`src/rtl/core_types_pkg.sv`:
```
// Shared core-wide types and sizing constants for the fetch/predictor path.
package core_types_pkg;

    // Return address stack geometry. RAS_ENTRIES must be a power of two so
    // that pointer arithmetic can wrap by natural truncation.
    localparam int RAS_ENTRIES      = 8;
    localparam int RAS_INDEX_WIDTH  = $clog2(RAS_ENTRIES);
    localparam int RAS_COUNT_WIDTH  = $clog2(RAS_ENTRIES + 1);
    localparam int RAS_TARGET_WIDTH = 31;

    typedef logic [RAS_TARGET_WIDTH-1:0] ras_target_t;
    typedef logic [RAS_INDEX_WIDTH-1:0]  ras_index_t;
    typedef logic [RAS_COUNT_WIDTH-1:0]  ras_count_t;

    // The single state-changing action the stack performs in a cycle.
    typedef enum logic [2:0] {
        RAS_OP_HOLD,
        RAS_OP_PUSH,
        RAS_OP_POP,
        RAS_OP_REPLACE,
        RAS_OP_RESTORE
    } ras_op_e;

    // Resolve the request lines into one action. A backend restore wins over
    // anything fetch asks for in the same cycle.
    function automatic ras_op_e ras_decode(input logic update_valid,
                                           input logic link_valid,
                                           input logic ret_valid);
        ras_op_e op;
        if (update_valid)             op = RAS_OP_RESTORE;
        else if (link_valid && ret_valid) op = RAS_OP_REPLACE;
        else if (link_valid)          op = RAS_OP_PUSH;
        else if (ret_valid)           op = RAS_OP_POP;
        else                          op = RAS_OP_HOLD;
        return op;
    endfunction

endpackage : core_types_pkg

```
`src/rtl/ras.sv`:
```
// Return address stack: circular target array with a top pointer and an
// occupancy count, checkpointable by fetch and restorable by the backend.
module ras
    import core_types_pkg::*;
(
    input  logic                        CLK,
    input  logic                        nRST,
    input  logic                        link_valid,
    input  logic [RAS_TARGET_WIDTH-1:0] link_pc,
    input  logic                        ret_valid,
    output logic [RAS_TARGET_WIDTH-1:0] ret_pc,
    output logic                        ret_hit,
    output logic [RAS_INDEX_WIDTH-1:0]  ras_index,
    output logic [RAS_COUNT_WIDTH-1:0]  ras_count,
    input  logic                        update_valid,
    input  logic [RAS_INDEX_WIDTH-1:0]  update_ras_index,
    input  logic [RAS_COUNT_WIDTH-1:0]  update_ras_count
);

    localparam ras_count_t COUNT_FULL = RAS_COUNT_WIDTH'(RAS_ENTRIES);
    localparam ras_count_t COUNT_ONE  = RAS_COUNT_WIDTH'(1);
    localparam ras_index_t INDEX_ONE  = RAS_INDEX_WIDTH'(1);

    ras_target_t stack_q [RAS_ENTRIES];
    ras_index_t  ptr_q;
    ras_count_t  count_q;

    ras_op_e     op;
    ras_index_t  ptr_d;
    ras_count_t  count_d;
    logic        wr_en;
    ras_index_t  wr_idx;

    // Decode this cycle's action and compute next pointer, count and write.
    always_comb begin
        // NOTE: every signal gets a default before the case so no path can
        // leave one unassigned and infer a latch.
        op      = ras_decode(update_valid, link_valid, ret_valid);
        ptr_d   = ptr_q;
        count_d = count_q;
        wr_en   = 1'b0;
        wr_idx  = ptr_q;

        unique case (op)
            RAS_OP_RESTORE: begin
                // Array contents are deliberately left as they are; entries
                // clobbered since the checkpoint stay wrong.
                ptr_d   = update_ras_index;
                count_d = (update_ras_count > COUNT_FULL) ? COUNT_FULL
                                                          : update_ras_count;
            end
            RAS_OP_PUSH: begin
                // When full, the write lands on the oldest entry and the
                // count simply stays saturated.
                ptr_d   = ptr_q + INDEX_ONE;
                wr_en   = 1'b1;
                wr_idx  = ptr_q + INDEX_ONE;
                count_d = (count_q == COUNT_FULL) ? COUNT_FULL
                                                  : count_q + COUNT_ONE;
            end
            RAS_OP_POP: begin
                // Popping an empty stack is a no-op; ret_pc stays a stale guess.
                if (count_q != '0) begin
                    ptr_d   = ptr_q - INDEX_ONE;
                    count_d = count_q - COUNT_ONE;
                end
            end
            RAS_OP_REPLACE: begin
                // Return followed by a call: the new link replaces the top.
                wr_en   = 1'b1;
                wr_idx  = ptr_q;
                count_d = (count_q == '0) ? COUNT_ONE : count_q;
            end
            RAS_OP_HOLD: begin
            end
            default: begin
            end
        endcase
    end

    // Pointer and occupancy registers.
    always_ff @(posedge CLK or negedge nRST) begin
        // NOTE: state registers use non-blocking assignments so every flop
        // samples pre-edge values regardless of block ordering.
        if (!nRST) begin
            ptr_q   <= '0;
            count_q <= '0;
        end else begin
            ptr_q   <= ptr_d;
            count_q <= count_d;
        end
    end

    // Target storage; a single write port driven by push or replace.
    always_ff @(posedge CLK or negedge nRST) begin
        // NOTE: the array is reset on purpose so a stale pop right after reset
        // presents a defined zero target instead of X.
        if (!nRST) begin
            for (int i = 0; i < RAS_ENTRIES; i++) begin
                stack_q[i] <= '0;
            end
        end else if (wr_en) begin
            stack_q[wr_idx] <= link_pc;
        end
    end

    // Outputs depend only on registered state.
    always_comb begin
        ret_pc    = stack_q[ptr_q];
        ret_hit   = (count_q != '0);
        ras_index = ptr_q;
        ras_count = count_q;
    end

endmodule : ras

```
`config.mk`:
```
export PLATFORM = sky130hd
export DESIGN_NAME = ras
export DESIGN_NICKNAME = d
export VERILOG_FILES = /design/src/rtl/core_types_pkg.sv /design/src/rtl/ras.sv
export SDC_FILE = /design/constraint.sdc
export NUM_CORES = 1
export LEC_CHECK = 0
export BUFFER_PORTS_ARGS = -buffer_cell sky130_fd_sc_hd__buf_2
export CAP_MARGIN = 20
export CORE_MARGIN = 2
export CORE_UTILIZATION = 39
export CTS_BUF_LIST = sky130_fd_sc_hd__clkbuf_4 sky130_fd_sc_hd__clkbuf_8
export CTS_CLUSTER_SIZE = 12
export DETAILED_ROUTE_END_ITERATION = 16
export PLACE_DENSITY = 0.55
export SLEW_MARGIN = 40
export SYNTH_ARGS = -nofsm -noshare
export SYNTH_HDL_FRONTEND = slang
export SYNTH_SLANG_ARGS = --single-unit
export TNS_END_PERCENT = 10
```
`constraint.sdc`:
```
create_clock -name CLK -period 3.3 [get_ports CLK]
set_clock_uncertainty 0.15 [all_clocks]
set_input_delay 0.165 -clock CLK [delete_from_list [all_inputs] [get_ports CLK]]
set_output_delay 0.165 -clock CLK [all_outputs]
set_load 0.02 [all_outputs]
```
==> results of run 1 <==
==> how the worst min path moves through the flow <==
stage | to | cells after the start
2_1_floorplan | ras_count[0] | 0
3_3_place_gp | stack_q[118] | 1
3_5_place_dp | stack_q[118] | 1
4_1_cts | ras_count[3] | 4
5_1_grt | ras_count[3] | 4
6_report | ras_count[3] | 4
==> routing by layer <==
layer / wire, um / GRT usage (%) / vias to the layer above
met3: 1050 / 3.32 / 42
li1: - / - / 3066
met1: 11800 / 23.1 / 3715
met5: 0 / 0 / -
met2: 13000 / 29.3 / 136
met4: 427 / 5.02 / 0
==> cells in the mapped netlist, drive strengths merged (2+ instances only) <==
cell | n | area share [%]
dfrtp | 255 | 54
nand3 | 4 | 0.17
xnor2 | 3 | 0.22
a311oi | 2 | 0.15
mux2i | 3 | 0.36
nand2b | 3 | 0.16
a21boi | 2 | 0.13
nor3 | 6 | 0.43
nor3b | 3 | 0.29
clkbuf | 12 | 0.38
mux4 | 62 | 12
mux2 | 279 | 27
nand4 | 3 | 0.16
a31oi | 2 | 0.11
inv | 7 | 0.22
nor2b | 5 | 0.27
o21ai | 5 | 0.21
o22ai | 2 | 0.11
nor4 | 2 | 0.11
and2 | 2 | 0.11
nand2 | 8 | 0.26
buf | 34 | 1.7
nor2 | 5 | 0.16
ha | 6 | 0.64
==> worst max-delay path, cell delays in order, from the launching register on <==
cell and delay [ns]:
dfrtp_4 0.43, buf_4 0.49, mux4_2 0.57, mux2_2 0.31, buf_2 0.17
==> kinds of logic after synthesis <==
family	count (synthesis)	synth area share [%]
muxes	344	39.0
xor gates and xnor gates	4	0.298
AOI/OAI and AO/OA	21	1.29
DFF	255	54.3
adders and majority gates	6	0.639
buffers and inverters	53	2.27
and+or+nand+nor	43	2.25
==> flip-flops by register name, summed over array words and instances, names as in the netlist <==
| name | flops |
|---|---|
| ras_count | 4 |
| ras_index | 3 |
| stack_q | 248 |
==> layout make-up <==
type,instances,share of cell area [%]
Clock inverter,4,0.159
Sequential cell,255,45.2
Tap cell,390,3.45
Inverter,7,0.186
Multi-Input combinational cell,418,36.4
Clock buffer,75,6.29
Timing Repair Buffer,158,8.29
==> report_power, final <==
part           internal, mW  switching (mW)  total (mW)
Combinational          2.30            1.53        3.83
Clock                  1.68            1.22        2.91
Sequential             4.64           0.744        5.39
==> repair_timing <==
| item | CTS | global route |
|---|---|---|
| resized for setup | 0 | 0 |
| hold buffers | 47 | 1 |
| hold endpoints to repair | 358 | 41 |
==> metrics by stage <==
step / instance area, um^2 / setup slack, ns / utilization [%]
finish: 14100 / 0.444 / 47.7
CTS: 14100 / 0.373 / 47.5
floorplan: 11800 / 0.360 / -
global placement: 12700 / 0.681 / 42.9
detailed placement: 12700 / 0.622 / 42.9
global route: 14100 / 0.312 / 47.7
==> results.yml, run 1 <==
status:
  outcome: "finished, final reports clean"
detailed_routing:
  drt-initial-drc-count: 431
  first_pass_iters: 4
  vias: 6959
  wl_per_cell_um: 20.1
  drc_errors: 0
  ant_nets: 0
  routed_wl_um: 26300
  via_per_inst: 5.32
finish:
  drive_gt1_share_pct: 56.8
  final_cell_mix: "mux2_2 (259), dfrtp_1 (252), buf_2 (80)"
  area_delta_synth_final_pct: 20.2
  nFillCells: 2597
  final_common_cell: "mux2_2"
  fin_cells: 1307
  finish.net_count: 935
  antenna_cells: 0
  multi_input_area_um2: 5140
  ff_latch_area_um2: 6390
worst_setup_path:
  cp-start-kind: "register"
  crit_fanout: 27
  worst-r2r-setup-slack_ns: 0.54
  timing.rr.end: "ras_count[2]"
  cp-end-kind: "output port"
  path_class: "register to output port"
  cp.arrival_ns: 2.54
  critPathCapture: "ret_pc[22]"
  rr_worst_depth: 7
  startpoint: "ras_index[0]"
  required_ns: 2.98
  reg2reg_from: "ras_count[0]"
worst_hold_path:
  worstHoldStart: "update_valid"
  hold_path_class: "input pin to register"
sta:
  period_needed_ns: 2.86
  rsz0062_at_grt: "no"
  whs_ns: 0.0868
  finalCritPeriodShare_pct: 86.5
  tightest_slew_ns: 0.653
  clock.fmax_mhz: 350
  setup_tns_ns: 0
  hold_viol_final: 0
  maxSlewHeadroom_pct: 56.1
  finalMaxSlewViolations: 0
  setup_viol: 0
floorplanning:
  core_um2: 29600
  start_util_pct: 39.7
  rows: 63
  dieArea_um2: 31500
  die_y_um: 178
  ios: 82
  die_w_um: 178
cts:
  cts_buffers: 46
  clkTransAtPathRegs_ns: 0.06
  postCtsSetupRepairBufs: 0
  cts_tree: "done"
  cts_root_buf: "clkbuf_8"
  clk_path_buf_depth: 3
  htree_levels: 2
  clock-sinks: 255
  clkLatencyLatePin_ns: 0.54
grt:
  grt_max_degree: 111
  grt-ovfl-total: 0
  antenna_found_initial: 0
  grt_pass1_wl_um: 42600
  grt_usage_pct: 17.4
  first_global_vias: 7654
synth:
  postSynthCellCount: 726
  ys.flop_type: "dfrtp_1"
  syn_area_per_cell_um2: 16.2
  synthArstFlopShare_pct: 100
  ys_ff_latch: 255
  synth_cell_types: 41
  syn_nets: 775
  netlist_area_um2: 11800
  ys_seq_area_share_pct: 54.3
  synth_edf_count: 0
  synth_warnings: 0
power:
  leakagePower_nw: 6.13
  irDropWorstVdd_mv: 0.461
  power.total_mw: 12.1
  p_per_area_nw_per_um2: 858
placement:
  place_hpwl_um: 16000
  portBuffers: 81
  gp_congestion: 0.813
  dp.cells: 1179
job:
  maxCapViolCount: 0
No activity file was read; power rests on OpenSTA's default activity.
==> inputs of run 2 (changes only) <==
- CELL_PAD_IN_SITES_DETAIL_PLACEMENT: not set -> 0
- CELL_PAD_IN_SITES_GLOBAL_PLACEMENT: not set -> 1
- PLACE_DENSITY: 0.55 -> 0.62
==> results.yml, run 2 (synthesis gave the netlist of run 1 again) <==
finish:
  final_common_cell: "mux2_2"
  finish.net_count: 927
  top_register: "stack_q"
  drive_gt1_share_pct: 56.5
  final_cell_mix: "mux2_2 (259), dfrtp_1 (252), buf_2 (80)"
  area_delta_synth_final_pct: 19.4
  utilization_pct: 47.4
  nFillCells: 2614
  largest_reg_flops: 248
detailed_routing:
  first_pass_iters: 4
  via_per_inst: 5.32
  drt-initial-drc-count: 267
  vias: 6895
  drc_errors: 0
  routed_wl_um: 26900
  ant_nets: 0
  wl_per_cell_um: 20.8
grt:
  global_route.usage.met1_pct: 22.7
  grt_usage_pct: 17.8
  grt_max_degree: 81
  grt_pass1_wl_um: 43100
  antenna_found_initial: 1
  busiest_layer: "met2"
  grt.met2_usage_pct: 30.3
  gr-usage-met3_pct: 3.43
  first_global_vias: 7890
  grt-ovfl-total: 0
cts:
  clock-sinks: 255
  clkTransAtPathRegs_ns: 0.06
  clkLatencyLatePin_ns: 0.54
  cts_root_buf: "clkbuf_8"
  cts_resized: 0
  postCtsSetupRepairBufs: 0
  htree_levels: 2
  cts_tree: "done"
  cts_buffers: 45
  clk_path_buf_depth: 3
power:
  irDropWorstVdd_mv: 0.419
  clkPwrFrac_pct: 24.2
  leakagePower_nw: 6.08
  swShare_pct: 28.8
  comb_power_share_pct: 31.5
  p_int_mw: 8.65
  switching_power_mw: 3.50
  p_per_area_nw_per_um2: 866
  seqPwrFrac_pct: 44.3
floorplanning:
  core_um2: 29600
  dieArea_um2: 31500
  rows: 63
  ios: 82
  start_util_pct: 39.7
  die_y_um: 178
  die_w_um: 178
sta:
  maxSlewHeadroom_pct: 53.5
  setup_tns_ns: 0
  setup_viol: 0
  period_needed_ns: 2.89
  whs_ns: 0.0518
  clock.fmax_mhz: 346
  finalCritPeriodShare_pct: 87.6
  finalMaxSlewViolations: 0
  setup_slack_ns: 0.408
  rsz0062_at_grt: "no"
  tightest_slew_ns: 0.692
  hold_viol_final: 0
worst_setup_path:
  cp-end-kind: "output port"
  crit_fanout: 63
  timing.rr.end: "ras_count[2]"
  reg2reg_from: "ras_count[0]"
  path_class: "register to output port"
  cp.arrival_ns: 2.58
  worst-r2r-setup-slack_ns: 0.55
  cp-start-kind: "register"
  required_ns: 2.98
  rr_worst_depth: 7
status:
  outcome: "finished, final reports clean"
placement:
  portBuffers: 81
  gp_congestion: 0.740
  place_ws_ns: 0.703
  place_hpwl_um: 16300
worst_hold_path:
  holdPathStages: 4
  whs_endpoint: "ras_index[2]"
  hold_path_class: "input pin to register"
  worstHoldStart: "link_valid"
job:
  maxCapViolCount: 0
==> run 2: changes by cell type in the layout (fill, tap and decap cells not counted), sizes merged <==
cell,change
diode,+1
inv,+1
clkinvlp,-1
bufinv,+1
clkbuf,-6
dlygate4sd3,-2
buf,-5
==> run 2: power groups by stage <==
stage / combinational (mW) / clock, mW / sequential, mW
after detailed placement: 3.84 / 0 / 5.43
after floorplan: 2.95 / 0 / 5.16
after global placement: 3.69 / 0 / 5.28
after CTS: 3.91 / 3.05 / 5.39
final: 3.83 / 2.94 / 5.38
after global routing: 4.14 / 3.18 / 5.57
==> run 2: repair_timing <==
action / in CTS / in global routing
hold buffers: 46 / 0
endpoints found under the setup margin: 0 / 0
hold endpoints to repair: 357 / 0
==> run 2: layout make-up <==
class                           count  area, um^2  share of cell area, %
Sequential cell                   255        6390                   45.5
Multi-Input combinational cell    418        5140                   36.6
Timing Repair Buffer              151        1080                   7.70
Clock buffer                       69         856                   6.10
Tap cell                          390         488                   3.48
Clock inverter                      5        53.8                  0.383
Inverter                            7        26.3                  0.187
Antenna cell                        1        2.50                 0.0178
==> run 2: through the flow <==
stage / instances / power (mW) / cell area [um^2]
after CTS: 1295 / 12.3 / 14000
after floorplan: 726 / 8.11 / 11800
after global routing: 1296 / 12.9 / 14000
final: 1296 / 12.2 / 14000
after detailed placement: 1175 / 9.28 / 12700
after global placement: 1175 / 8.97 / 12700
==> run 2: critical path, stage by stage (launching register included) <==
cell	delay (ns)
dfrtp_4	0.45
buf_12	0.46
mux4_2	0.59
mux2_2	0.31
buf_2	0.17
==> run 2: how the worst max path moves through the flow <==
stage	from	end	slack [ns]	depth (start not counted)
after floorplan	ras_index[0]	stack_q[116]	0.36	8
after global placement	ras_index[0]	stack_q[217]	0.82	6
after detailed placement	ras_index[0]	stack_q[217]	0.70	6
after CTS	ras_index[0]	ret_pc[5]	0.32	4
after global routing	ras_count[0]	ras_count[2]	0.20	7
final	ras_index[0]	ret_pc[5]	0.41	4
==> run 2: per-layer routing <==
layer	vias to the layer above	routed length, um
met5	-	0
met4	0	788
met3	64	1050
met2	136	13400
met1	3654	11700
li1	3041	-
==> inputs of run 3 (changes only) <==
- clock period: 3.3 -> 2.9 ns (I/O delays scaled with it)
==> results.yml, run 3 (synthesis gave the netlist of run 1 again) <==
cts:
  postCtsSetupRepairBufs: 0
  htree_levels: 2
  clk_path_buf_depth: 3
  clock-sinks: 255
  clkTransAtPathRegs_ns: 0.06
  cts_tree: "done"
  clkLatencyLatePin_ns: 0.55
  cts_root_buf: "clkbuf_8"
  cts_buffers: 46
worst_setup_path:
  slowest_stage: "mux4_2"
  crit_family: "multiplexers"
  timing.critical_path.slowest_cell_delay_ns: 0.59
  path_class: "register to output port"
  required_ns: 2.61
  cp-end-kind: "output port"
  cp.arrival_ns: 2.46
  cp.depth: 4
  rr_worst_depth: 6
  crit_buf_inv: 2
  cp-start-kind: "register"
  crit_chain: "buf_6, mux4_2, mux2_2, buf_2"
  crit_fanout: 27
detailed_routing:
  ant_nets: 0
  drt-initial-drc-count: 363
  via_per_inst: 5.33
  drc_errors: 0
  routed_wl_um: 27400
  first_pass_iters: 4
  wl_per_cell_um: 21.0
  vias: 6935
grt:
  grt-ovfl-total: 0
  antenna_found_initial: 1
  first_global_vias: 7728
  grt_max_degree: 75
  grt_usage_pct: 18.0
  grt_pass1_wl_um: 43700
placement:
  dpl-instance-area_um2: 12700
  portBuffers: 81
  gp_congestion: 0.794
  place_ws_ns: 0.314
  dp.cells: 1177
  place_hpwl_um: 16400
sta:
  whs_ns: 0.00917
  setup_slack_ns: 0.150
  finalMaxSlewViolations: 0
  finalCritPeriodShare_pct: 94.8
  setup_viol: 0
  maxSlewHeadroom_pct: 54.2
  tightest_slew_ns: 0.682
  rsz0062_at_grt: "no"
  hold_viol_final: 0
  clock.fmax_mhz: 364
  period_needed_ns: 2.75
power:
  switching_power_mw: 4.05
  clkPwrFrac_pct: 24.6
  irDropWorstVdd_mv: 0.501
  p_int_mw: 9.86
  seqPwrFrac_pct: 44.2
  comb_power_share_pct: 31.2
  swShare_pct: 29.1
  p_per_area_nw_per_um2: 986
  leakagePower_nw: 6.11
worst_hold_path:
  hold_path_class: "input pin to asynchronous set/reset pin"
job:
  maxCapViolCount: 0
floorplanning:
  dieArea_um2: 31500
  die_y_um: 178
  ios: 82
  die_w_um: 178
  rows: 63
  start_util_pct: 39.7
  core_um2: 29600
finish:
  nFillCells: 2609
  area_delta_synth_final_pct: 20.0
  finish.net_count: 931
  final_common_cell: "mux2_2"
  largest_reg_flops: 248
  final_design_area_no_fill_um2: 14100
  final_cell_mix: "mux2_2 (259), dfrtp_1 (252), buf_2 (80)"
  top_register: "stack_q"
  fin_cells: 1301
  drive_gt1_share_pct: 56.7
status:
  outcome: "finished, final reports clean"
## run 3: changes by cell type in the layout (fill, tap and decap cells not counted), sizes merged
cell         before  now
buf             105  107
bufinv            1    2
clkbuf           69   64
clkinv            3    8
clkinvlp          0    1
dlygate4sd3      46   47
## run 3: area by class of cell
cell class | instances | area [um^2] | area share [%]
antenna | 1 | 2.50 | 0.0177
inverter | 7 | 26.3 | 0.186
sequential | 255 | 6390 | 45.3
clock buffer | 64 | 806 | 5.71
timing repair buffer | 154 | 1130 | 8.01
clock inverter | 12 | 116 | 0.825
tap | 390 | 488 | 3.46
multi-input combinational | 418 | 5150 | 36.5
## run 3: what timing repair did
action,CTS,global route
gates resized for setup,2,3
setup endpoints to repair,26,19
hold buffers,47,0
hold endpoints to repair,507,0
pin swaps,0,0
gates cloned,0,0
## run 3: worst paths after layout
kind                       slack, ns          from      endpoint
setup / recovery                0.15  ras_index[0]     ret_pc[9]
hold / removal                 0.009          nRST   stack_q[33]
setup reg to reg                0.27  ras_index[1]  stack_q[246]
hold reg to reg                 0.34  stack_q[164]  stack_q[164]
max in group asynchronous       1.78          nRST   stack_q[66]
min in group CLK                0.03  update_valid  ras_count[3]
## run 3: stage by stage
step | setup TNS (ns) | utilization [%] | power, mW
2_1_floorplan | 0 | - | 9.23
3_3_place_gp | 0 | 42.8 | 10.2
3_5_place_dp | 0 | 42.8 | 10.5
4_1_cts | -0.00518 | 47.6 | 14.1
5_1_grt | 0 | 47.6 | 14.7
6_report | 0 | 47.6 | 13.9
## run 3: metal layers
layer | GRT usage, % | share of wire, %
met5 | 0 | 0
met4 | 5.70 | 2.4
met3 | 3.26 | 3.7
met2 | 29.6 | 48
met1 | 24.1 | 46
## run 3: worst reg2reg max path: cells and delay by family (launching register included)
kind	cells	cell delay [ns]
muxes	1	0.34
adders and majority gates	1	0.24
buffers and inverters	1	0.28
xor gates and xnor gates	1	0.54
and+or+nand+nor	2	0.39
DFF	1	0.56
## run 3: power groups by stage
stage | clock network, mW | logic (mW) | registers (mW)
final | 3.42 | 4.34 | 6.15
after global routing | 3.70 | 4.68 | 6.37
after floorplan | 0 | 3.36 | 5.87
after detailed placement | 0 | 4.34 | 6.21
after global placement | 0 | 4.19 | 6.05
after CTS | 3.52 | 4.42 | 6.15
